$ cat config.mk
export PLATFORM = sky130hd
export DESIGN_NAME = pwm_output_stage
export DESIGN_NICKNAME = d
export VERILOG_FILES = /design/src/rtl/pwm_output_stage.sv
export SDC_FILE = /design/constraint.sdc
export NUM_CORES = 1
export LEC_CHECK = 0
export BUFFER_PORTS_ARGS = -buffer_cell sky130_fd_sc_hd__buf_2
export CAP_MARGIN = 10
export CORE_MARGIN = 2
export CORE_UTILIZATION = 35
export DETAILED_ROUTE_END_ITERATION = 6
export GPL_TIMING_DRIVEN = 0
export PLACE_DENSITY = 0.64
export RECOVER_POWER = 50
export SLEW_MARGIN = 20
export SYNTH_ARGS = -nofsm -noshare
export SYNTH_HDL_FRONTEND = slang
export SYNTH_SLANG_ARGS = --single-unit
export TNS_END_PERCENT = 1
$ cat constraint.sdc
create_clock -name clk -period 1.7 [get_ports clk]
set_input_delay 0.085 -clock clk [delete_from_list [all_inputs] [get_ports clk]]
set_output_delay 0.085 -clock clk [all_outputs]
set_load 0.03 [all_outputs]
$ cat src/rtl/pwm_output_stage.sv
// Per-pin static-high / static-low / PWM drive for 16 output pins. Optional macro PWM_SHADOW_EN latches duty and PWM select at period boundaries.
// Latency: one register stage from any input to out; free-running, no backpressure.
module pwm_output_stage #(
   parameter int unsigned CLK_DIV = 3000
) (
   input  logic        clk,
   input  logic        rst_n,
   input  logic [7:0]  en_reg_out_7_0,
   input  logic [7:0]  en_reg_out_15_8,
   input  logic [7:0]  en_reg_pwm_7_0,
   input  logic [7:0]  en_reg_pwm_15_8,
   input  logic [7:0]  pwm_duty_cycle,
   output logic [15:0] out,
   output logic        period_start
);

   localparam logic [15:0] DIV_MAX = 16'(CLK_DIV - 1);

   logic [15:0] div_cnt;
   logic [7:0]  pwm_cnt;
   logic        started;
   logic        tick;
   logic        wrap;
   logic        level;
   logic [15:0] en_out;
   logic [15:0] en_pwm_live;
   logic [15:0] en_pwm_eff;
   logic [7:0]  duty_eff;
   logic [15:0] out_nxt;

   assign tick        = (div_cnt == DIV_MAX);
   assign wrap        = tick && (pwm_cnt == 8'hFF);
   assign en_out      = {en_reg_out_15_8, en_reg_out_7_0};
   assign en_pwm_live = {en_reg_pwm_15_8, en_reg_pwm_7_0};

`ifdef PWM_SHADOW_EN
   logic [15:0] en_pwm_sh;
   logic [7:0]  duty_sh;

   always_ff @(posedge clk) begin
      if (!rst_n) begin
         en_pwm_sh <= '0;
         duty_sh   <= '0;
      end else if (wrap || !started) begin
         en_pwm_sh <= en_pwm_live;
         duty_sh   <= pwm_duty_cycle;
      end
   end

   // Shadows still hold their reset value on the first edge after release,
   // so that single edge takes the live values directly.
   assign en_pwm_eff = started ? en_pwm_sh : en_pwm_live;
   assign duty_eff   = started ? duty_sh   : pwm_duty_cycle;
`else
   assign en_pwm_eff = en_pwm_live;
   assign duty_eff   = pwm_duty_cycle;
`endif

   assign level   = (duty_eff == 8'hFF) || (pwm_cnt < duty_eff);
   assign out_nxt = en_out & (~en_pwm_eff | {16{level}});

   always_ff @(posedge clk) begin
      if (!rst_n) begin
         div_cnt      <= '0;
         pwm_cnt      <= '0;
         started      <= 1'b0;
         out          <= '0;
         period_start <= 1'b0;
      end else begin
         div_cnt      <= tick ? 16'd0 : div_cnt + 16'd1;
         if (tick)
            pwm_cnt   <= pwm_cnt + 8'd1;
         started      <= 1'b1;
         out          <= out_nxt;
         period_start <= wrap || !started;
      end
   end

endmodule

After elaboration in Yosys (flattened, before gate mapping)

Index checks and enable logic that the tools add are counted.

Output and inout bits: 17
Input bits: 42
Register bits: 42
Word-level logic and storage cells: 21

Reduce and logical (&&, ||, !) cells: 5
Equal/unequal tests: 3
$lt $le $gt $ge: 1
Add/sub/neg operators: 2
Multiplexer cells: 1
Bitwise logic cells: 4

Operators with widths:

| kind                    | number |
|---|---|
| $add A16 B1 Y16 const B | 1 |
| $and A16 B16 Y16        | 1 |
| $eq A16 B12 Y1 const B  | 1 |
| $eq A8 B8 Y1 const B    | 2 |
| $not A16 Y16            | 1 |
| $or A16 B16 Y16         | 1 |
| $add A8 B1 Y8 const B   | 1 |
| $lt A8 B8 Y1            | 1 |
| $logic_or A1 B1 Y1      | 2 |
| $reduce_or A2 Y1        | 1 |
| $logic_and A1 B1 Y1     | 1 |
| $logic_not A1 Y1        | 1 |
| $mux W1                 | 1 |
| $not A1 Y1              | 1 |

Depth between registers and ports, before layout

Gate-level depths: netlist of the first run.

Depth in word-level cells: 4
Gate-level depth with buffers: 7
Depth with buffers taken out: 6

Worst setup path before layout of the first run

No wires, ideal clock.

Path kind: register to register
Start: register pwm_cnt[6]
End: register out[10]
Data arrival time: 1.583 ns
Cell stages (with the launch flop): 7
Setup slack: -0.003 ns
Data required time: 1.581 ns
Path buffers: 1
Cell sequence: dfxtp_1 -> ha_1 -> and4_1 -> o21ai_0 -> o32ai_2 -> buf_2 -> a21oi_1

Longest elaborated chain between the ends: 4

RTL lines:

| item                   | line | text |
|---|---|---|
| from (decl)            | 20   | `logic [7:0] pwm_cnt;` |
| from (signal assigned) | 72   | `pwm_cnt <= pwm_cnt + 8'd1;` |
| $lt A8 B8 Y1           | 59   | `assign level = (duty_eff == 8'hFF) \|\| (pwm_cnt < duty_eff);` |
| $logic_or A1 B1 Y1     | 59   |  |
| $or A16 B16 Y16        | 60   | `assign out_nxt = en_out & (~en_pwm_eff \| {16{level}});` |
| $and A16 B16 Y16       | 60   |  |
| to (signal assigned)   | 74   | `out <= out_nxt;` |
| to (decl)              | 13   | `output logic [15:0] out,` |

No other way between the ends.
A chain may end at the register's enable or synchronous reset.

Worst setup path in the final report of the first run

Start: register div_cnt[3]
End: register pwm_cnt[3]

Longest elaborated chain between the ends: 1

RTL lines:

| item                   | line | text |
|---|---|---|
| from (decl)            | 19   | `logic [15:0] div_cnt;` |
| from (signal assigned) | 70   | `div_cnt <= tick ? 16'd0 : div_cnt + 16'd1;` |
| $eq A16 B12 Y1         | 31   | `assign tick = (div_cnt == DIV_MAX);` |

No other way between the ends.

==> results.cfg, run 1 <==
[pwr]
seq_power_share = 0.527
swShare = 0.268
pwr-share-clk = 0.346
intPower_uw = 1420
peakVddDrop_uv = 467
power_density_nw_per_um2 = 704
switchingPower_uw = 519
p_total_uw = 1940
total_leakage_power_uw = 0.00114
combinationalPowerShare = 0.127

[worst_setup_path]
cp.required_ns = 1.93
cp_num_buf_inv = 0
criticalPathCategory = reg2reg
worst_path_max_delay_cell = or4_1
cp-start-kind = flop
worstPathArrival_ns = 1.88
end_kind = flop
path_delay_family = simple AND/OR/NAND/NOR gates
crit_fanout = 4
slowest_delay_ns = 0.50
worstPathCellList = nor4b_4 > nand4_2 > or4_1 > a21oi_1
worst_r2r_path_depth = 4
cp.depth = 4

[logic_synthesis]
ys_ff_latch = 42
synth_cell_types = 29
syn_area_per_cell_um2 = 8.90
seq_area_frac_synth = 0.465
syn_area_um2 = 1810
yosys-top-cells-count = dfxtp_1, a21oi_1, nand2_1
async_flop_share = 0
synth-warning-count = 0
synth-edff-count = 0
postSynthCellCount = 203
synth_area_leader_cell = dfxtp_1
synth.most_common_cell = dfxtp_1
syn_nets = 254
synth_top_area_frac = 0.465
yosys-top-cells-area = dfxtp_1, a21oi_1, ha_1
synth_top_flop_cell = dfxtp_1

[sta]
rsz0062_at_grt = true
fmax_mhz = 606
setup_viol = 0
skew_ns = 0.00797
finalMaxSlewViolations = 0
fin_crit_ns = 1.65
finalWorstSetupSlack_ns = 0.0492
max-slew-margin-rel = 0.682
fin_crit_sh = 0.971
finalHoldViolations = 0
worst_pin_slew_ns = 0.478

[placement]
port_buffers = 58
place_ws_ns = -0.248
dpl_cell_area_um2 = 2180
dp_hpwl_mm = 2.94
gp_congestion = 0.811

[cells_and_area]
final_area_um2 = 2750
diodes = 0
multiInputGateArea_um2 = 1040
drive_gt1_frac = 0.273
area.growth.synth_to_final_pct = 52.3
seqCellArea_um2 = 865
num-fill-cells = 446
fin_nets = 354

[global_route]
first_global_vias = 1768
grt_max_degree = 16
antenna_found_initial = 0
track_usage = 0.185
grt_pass1_wl_mm = 7.98
grt-ovfl-total = 0

[routing]
drc = 0
wl_met1_mm = 2.18
route.met3.wl_um = 427
firstDrtPassIters = 4
ant_nets = 0
drt_iter0_drc = 74
routed_wl_mm = 5.02
top_layer_used = met4
vias = 1830
routed_via_density = 4.89
met2_length_mm = 2.36
wire_per_inst_um = 13.4

[clock_tree]
cts_root_buf = clkbuf_8
tritoncts = done
clk_pin_slew_ns = 0.09
cts_buffers = 5
clkSinkCount = 42
cts_max_level = 2
clkLatencyLatePin_ns = 0.30
clockBufferDepth = 2

[floorplan]
die_w_um = 75.8
die-area_um2 = 5750
die_y_um = 75.8
core.rowCount = 26
core_um2 = 5040
initial_core_util = 0.358
ios = 59

[hold_path]
holdCritPathClass = in2reg
whs_path_depth = 3

[run_status]
status = finished clean

[run]
drv_cap = 0
-- stage by stage --
step	util	TNS, ns	instances	hold WS [ns]
global placement	0.433	-4.27	331	0.214
CTS	0.518	-0.314	369	0.00205
floorplan	-	0	203	0.113
detailed placement	0.433	-4.42	331	0.233
finish	0.546	0	374	0.00848
global route	0.546	-0.157	374	0.0199
-- worst reg2reg max path: stages, from the launching register on --
cell and delay, ns:
dfxtp_4 0.37, nor4b_4 0.37, nand4_2 0.20, or4_1 0.50, a21oi_1 0.15
-- flip-flops by register name, summed over array words and instances (netlist names) --
register      count
period_start      1
out              16
pwm_cnt           8
div_cnt          16
started           1
-- final timing paths --
| check | slack [ns] | startpoint | to |
|---|---|---|---|
| worst max-delay path | 0.05 | div_cnt[3] | pwm_cnt[3] |
| worst max register to register | 0.05 | div_cnt[3] | pwm_cnt[3] |
| worst min register to register | 0.41 | started | period_start |
| worst min-delay path | 0.008 | en_reg_out_7_0[2] | out[2] |
-- placed cells by master (no fill, tap or decap), types with 5 or more instances in the layout --
cell type,n
nand2_1,23
xor2_1,5
dlygate4sd3_1,29
clkbuf_8,5
o31ai_1,5
clkbuf_1,20
nand3_1,8
dfxtp_1,31
dfxtp_2,7
nor2_1,18
ha_1,6
buf_4,6
a21oi_1,23
nand4_1,9
xnor2_1,8
buf_2,41
inv_1,11
-- layout make-up --
type | count | share of cell area
Multi-Input combinational cell | 145 | 0.377
Inverter | 11 | 0.0150
Sequential cell | 42 | 0.314
Clock inverter | 3 | 0.00910
Clock buffer | 5 | 0.0250
Timing Repair Buffer | 92 | 0.217
Tap cell | 70 | 0.0318
Buffer | 6 | 0.0114
-- cells by family (layout without fill, tap and decap cells) --
group,Yosys count,count (layout),synth area share
multiplexers,1,1,0.00554
XOR/XNOR,13,13,0.0630
AND/OR/NAND/NOR,82,83,0.238
flip-flops,42,42,0.465
adder cells (fa/ha/maj),9,9,0.0623
buffers and inverters,17,117,0.0360
AO/OA/AOI/OAI,39,39,0.130
-- power groups by stage --
stage	combinational (uW)	sequential, uW	clock, uW
after detailed placement	179	1050	0
after global routing	264	1030	735
final	245	1020	671
after CTS	233	1020	679
after global placement	178	1050	0
after floorplan	49.9	1090	0
-- what timing repair did --
action,in CTS,in global routing
setup endpoints to repair,32,37
endpoints found under the hold margin,17,0
resized for setup,8,32
gates cloned,0,2
setup buffers,1,3
hold buffers,29,0
pin swaps,1,8
-- per-layer routing --
layer	vias up	GRT usage
met5	-	0
met4	0	0.0643
met3	6	0.0807
met2	72	0.284
met1	824	0.232
li1	928	-
Power figures use the tool's default switching activity.
==> run 2: changes to the inputs <==
PLACE_DENSITY = not set   (was 0.64)
==> results.cfg, run 2 (same netlist as run 1, synthesis figures left out) <==
[global_route]
grt_pass1_wl_mm = 8.02
grt_use_met2 = 0.289
track_usage = 0.180
grt-ovfl-total = 0
antenna_found_initial = 0
grt_max_degree = 14
grt_busiest_layer = met2
met1_usage = 0.230
first_global_vias = 1794
gr-usage-met3 = 0.0754

[sta]
setup_viol = 0
hold_ws_ns = 0.00273
finalWorstSetupSlack_ns = 0.0379
fin_crit_sh = 0.978
fin_crit_ns = 1.66
finalMaxSlewViolations = 0
finalHoldViolations = 0
worst_pin_slew_ns = 0.515
fmax_mhz = 602
rsz0062_at_grt = true
max-slew-margin-rel = 0.657
skew_ns = 0.00709

[pwr]
p_total_uw = 2040
intPower_uw = 1560
peakVddDrop_uv = 575
switchingPower_uw = 482
total_leakage_power_uw = 0.00119
swShare = 0.236
power_density_nw_per_um2 = 733
seq_power_share = 0.500
pwr-share-clk = 0.380
combinationalPowerShare = 0.119

[run]
drv_cap = 0

[routing]
routed_via_density = 4.93
firstDrtPassIters = 4
drc = 0
ant_nets = 0
vias = 1833
wire_per_inst_um = 13.1
drt_iter0_drc = 105
routed_wl_mm = 4.88

[cells_and_area]
final_cell_mix = buf_2, dfxtp_1, dlygate4sd3_1
fin_nets = 352
reg_top3 = div_cnt: 16 flops, out: 16 flops, pwm_cnt: 8 flops
area.growth.synth_to_final_pct = 54.1
fin_util = 0.552
mostFrequentLayoutCell = buf_2
num-fill-cells = 445
stdcell_count = 372
drive_gt1_frac = 0.344
diodes = 0

[clock_tree]
clkLatencyLatePin_ns = 0.29
clkSinkCount = 42
cts_root_buf = clkbuf_8
cts_buffers = 5
clk_pin_slew_ns = 0.08
clockBufferDepth = 2
cts_max_level = 2
tritoncts = done

[worst_setup_path]
slowest_delay_ns = 0.57
criticalPathCategory = reg2reg
cp.required_ns = 1.92
cp_num_buf_inv = 0
worstPathArrival_ns = 1.88
end_kind = flop
path_delay_family = simple AND/OR/NAND/NOR gates
worst_path_max_delay_cell = or4_4
crit_fanout = 5
cp-start-kind = flop
worstPathCellList = ha_4 > and4_4 > nand4_4 > or4_4 > a21oi_2

[placement]
gp_congestion = 0.759
place_ws_ns = -0.273
dp.cells = 331
dp_hpwl_mm = 2.88
port_buffers = 58

[hold_path]
holdCritPathClass = in2reg

[floorplan]
initial_core_util = 0.358
core.rowCount = 26
die_y_um = 75.8
die-area_um2 = 5750
ios = 59
die_w_um = 75.8
core_um2 = 5040

[run_status]
status = finished clean
run 2: routing by layer:
layer  wire length [um]  vias to the layer above
met5                  0                        -
met4                 54                        0
met3                386                        6
met2               2260                       62
met1               2180                      842
li1                   -                      923
run 2: per-stage QoR:
step           cell area [um^2]  TNS, ns
4_1_cts                    2660        0
2_1_floorplan              1810        0
5_1_grt                    2780   -0.132
6_report                   2780        0
3_5_place_dp               2180    -5.66
3_3_place_gp               2180    -5.60
run 2: final cells by class:
class | instances | area [um^2] | area share
Clock buffer | 5 | 68.8 | 0.0247
Buffer | 6 | 31.3 | 0.0112
Clock inverter | 3 | 40.0 | 0.0144
Timing Repair Buffer | 90 | 598 | 0.215
Multi-Input combinational cell | 145 | 1050 | 0.377
Inverter | 11 | 41.3 | 0.0148
Tap cell | 70 | 87.6 | 0.0315
Sequential cell | 42 | 868 | 0.312
run 2: what timing repair did:
action	CTS	global route
hold buffers	27	0
resized for setup	21	25
cloned	1	1
setup buffers	2	2
endpoints found under the hold margin	17	0
pin swaps	2	9
endpoints found under the setup margin	36	29
run 2: tightest hold or removal path, stage by stage:
cell and delay, ns:
buf_2 0.09, nand2_1 0.05, a21oi_1 0.03
run 2: power by group through the flow:
| stage | registers [uW] | logic (uW) | clock network (uW) |
|---|---|---|---|
| after CTS | 1020 | 229 | 800 |
| after floorplan | 1090 | 49.9 | 0 |
| after global placement | 1050 | 177 | 0 |
| after global routing | 1030 | 270 | 835 |
| final | 1020 | 244 | 776 |
| after detailed placement | 1050 | 178 | 0 |
run 2: path summary, 6_finish.rpt:
check / start / cells after the start / end / slack, ns
worst max-delay path: div_cnt[0] / 5 / pwm_cnt[5] / 0.04
worst max register to register: div_cnt[0] / 5 / pwm_cnt[5] / 0.04
worst min register to register: started / 1 / period_start / 0.41
worst min-delay path: en_reg_out_15_8[2] / 3 / out[10] / 0.003
==> run 3: changes to the inputs <==
CAP_MARGIN = 20   (was 10)
clock period = 1.6 ns   (was 1.7 ns; I/O delays follow)
==> results.cfg, run 3 (same netlist as run 1, synthesis figures left out) <==
[run_status]
violations = negative setup slack
status = finished with violations

[placement]
gp_congestion = 0.842
port_buffers = 58
dp_hpwl_mm = 2.96
dpl_cell_area_um2 = 2290

[sta]
hold_ws_ns = 0.00886
rsz0062_at_grt = true
setup_viol = 15
fin_crit_sh = 1.04
max-slew-margin-rel = 0.693
finalHoldViolations = 0
fin_crit_ns = 1.66
fmax_mhz = 604
finalMaxSlewViolations = 0
worst_pin_slew_ns = 0.460
skew_ns = 0.00515
finalWorstSetupSlack_ns = -0.0566

[floorplan]
ios = 59
initial_core_util = 0.358
core.rowCount = 26
die-area_um2 = 5750
die_w_um = 75.8
die_y_um = 75.8
core_um2 = 5040

[pwr]
pwr-share-clk = 0.391
combinationalPowerShare = 0.113
power_density_nw_per_um2 = 805
switchingPower_uw = 508
swShare = 0.231
seq_power_share = 0.495
total_leakage_power_uw = 0.00112
peakVddDrop_uv = 511
intPower_uw = 1690

[routing]
drt_iter0_drc = 84
vias = 1778
wire_per_inst_um = 12.2
routed_wl_mm = 4.42
firstDrtPassIters = 4
drc = 0
routed_via_density = 4.90
ant_nets = 0

[clock_tree]
clk_pin_slew_ns = 0.08
clkLatencyLatePin_ns = 0.29
cts_buffers = 5
cts_max_level = 2
clockBufferDepth = 2
cts_root_buf = clkbuf_8
tritoncts = done
clkSinkCount = 42

[global_route]
grt_pass1_wl_mm = 7.58
antenna_found_initial = 0
grt_max_degree = 13
grt-ovfl-total = 0
track_usage = 0.170
first_global_vias = 1756

[worst_setup_path]
worstPathArrival_ns = 1.88
worst_r2r_path_depth = 5
crit_fanout = 5
cp.required_ns = 1.82
criticalPathCategory = reg2reg
end_kind = flop
cp-start-kind = flop

[hold_path]
whs_path_depth = 3
holdCritPathClass = in2reg

[cells_and_area]
fin_nets = 344
area.growth.synth_to_final_pct = 51.2
final_area_um2 = 2730
diodes = 0
reg_top3 = div_cnt: 16 flops, out: 16 flops, pwm_cnt: 8 flops
mostFrequentLayoutCell = buf_2
final_cell_mix = buf_2, dfxtp_1, nand2_1
drive_gt1_frac = 0.317

[run]
drv_cap = 0
-- run 3: power groups by stage --
stage | combinational [uW] | sequential (uW) | clock (uW)
CTS | 250 | 1090 | 882
global placement | 203 | 1110 | 0
global route | 276 | 1090 | 916
finish | 249 | 1090 | 860
floorplan | 64.0 | 1160 | 0
detailed placement | 206 | 1110 | 0
-- run 3: through the flow --
| stage | setup WS [ns] | power (uW) | instances | setup TNS [ns] | util |
|---|---|---|---|---|---|
| 3_3_place_gp | -0.297 | 1310 | 331 | -6.05 | 0.454 |
| 3_5_place_dp | -0.291 | 1320 | 331 | -6.05 | 0.454 |
| 2_1_floorplan | 0.0100 | 1220 | 203 | 0 | - |
| 4_1_cts | -0.0500 | 2220 | 362 | -0.725 | 0.537 |
| 6_report | -0.0566 | 2200 | 363 | -0.290 | 0.542 |
| 5_1_grt | -0.115 | 2290 | 363 | -1.78 | 0.542 |
-- run 3: worst max-delay path: stages (launching register included) --
cell and delay [ns]:
dfxtp_2 0.36, nor4b_4 0.39, nand4_2 0.19, buf_4 0.18, or3_1 0.33, a21oi_1 0.14
-- run 3: layout make-up --
type / instances / area, um^2
Fill cell: 437 / 2310
Inverter: 11 / 41.3
Sequential cell: 42 / 857
Buffer: 6 / 45.0
Timing Repair Buffer: 82 / 509
Tap cell: 70 / 87.6
Clock inverter: 1 / 30.0
Clock buffer: 6 / 82.6
Multi-Input combinational cell: 145 / 1080
-- run 3: worst paths after layout --
kind / startpoint / endpoint / slack [ns]
setup / recovery: div_cnt[6] / period_start / -0.06
hold / removal: en_reg_out_15_8[5] / out[13] / 0.009
hold reg to reg: started / period_start / 0.42
setup reg to reg: div_cnt[6] / period_start / -0.06
-- run 3: metal layers --
layer | GRT usage | share of wire
met1 | 0.203 | 0.44
met2 | 0.284 | 0.46
met3 | 0.0635 | 0.082
met4 | 0.0526 | 0.013
met5 | 0 | 0
-- run 3: what timing repair did --
action	4_1_cts	5_1_grt
gates cloned	1	0
hold buffers	22	0
buffers inserted	1	1
pin swaps	10	5
resized for setup	17	11
setup endpoints to repair	31	32
hold endpoints to repair	17	0
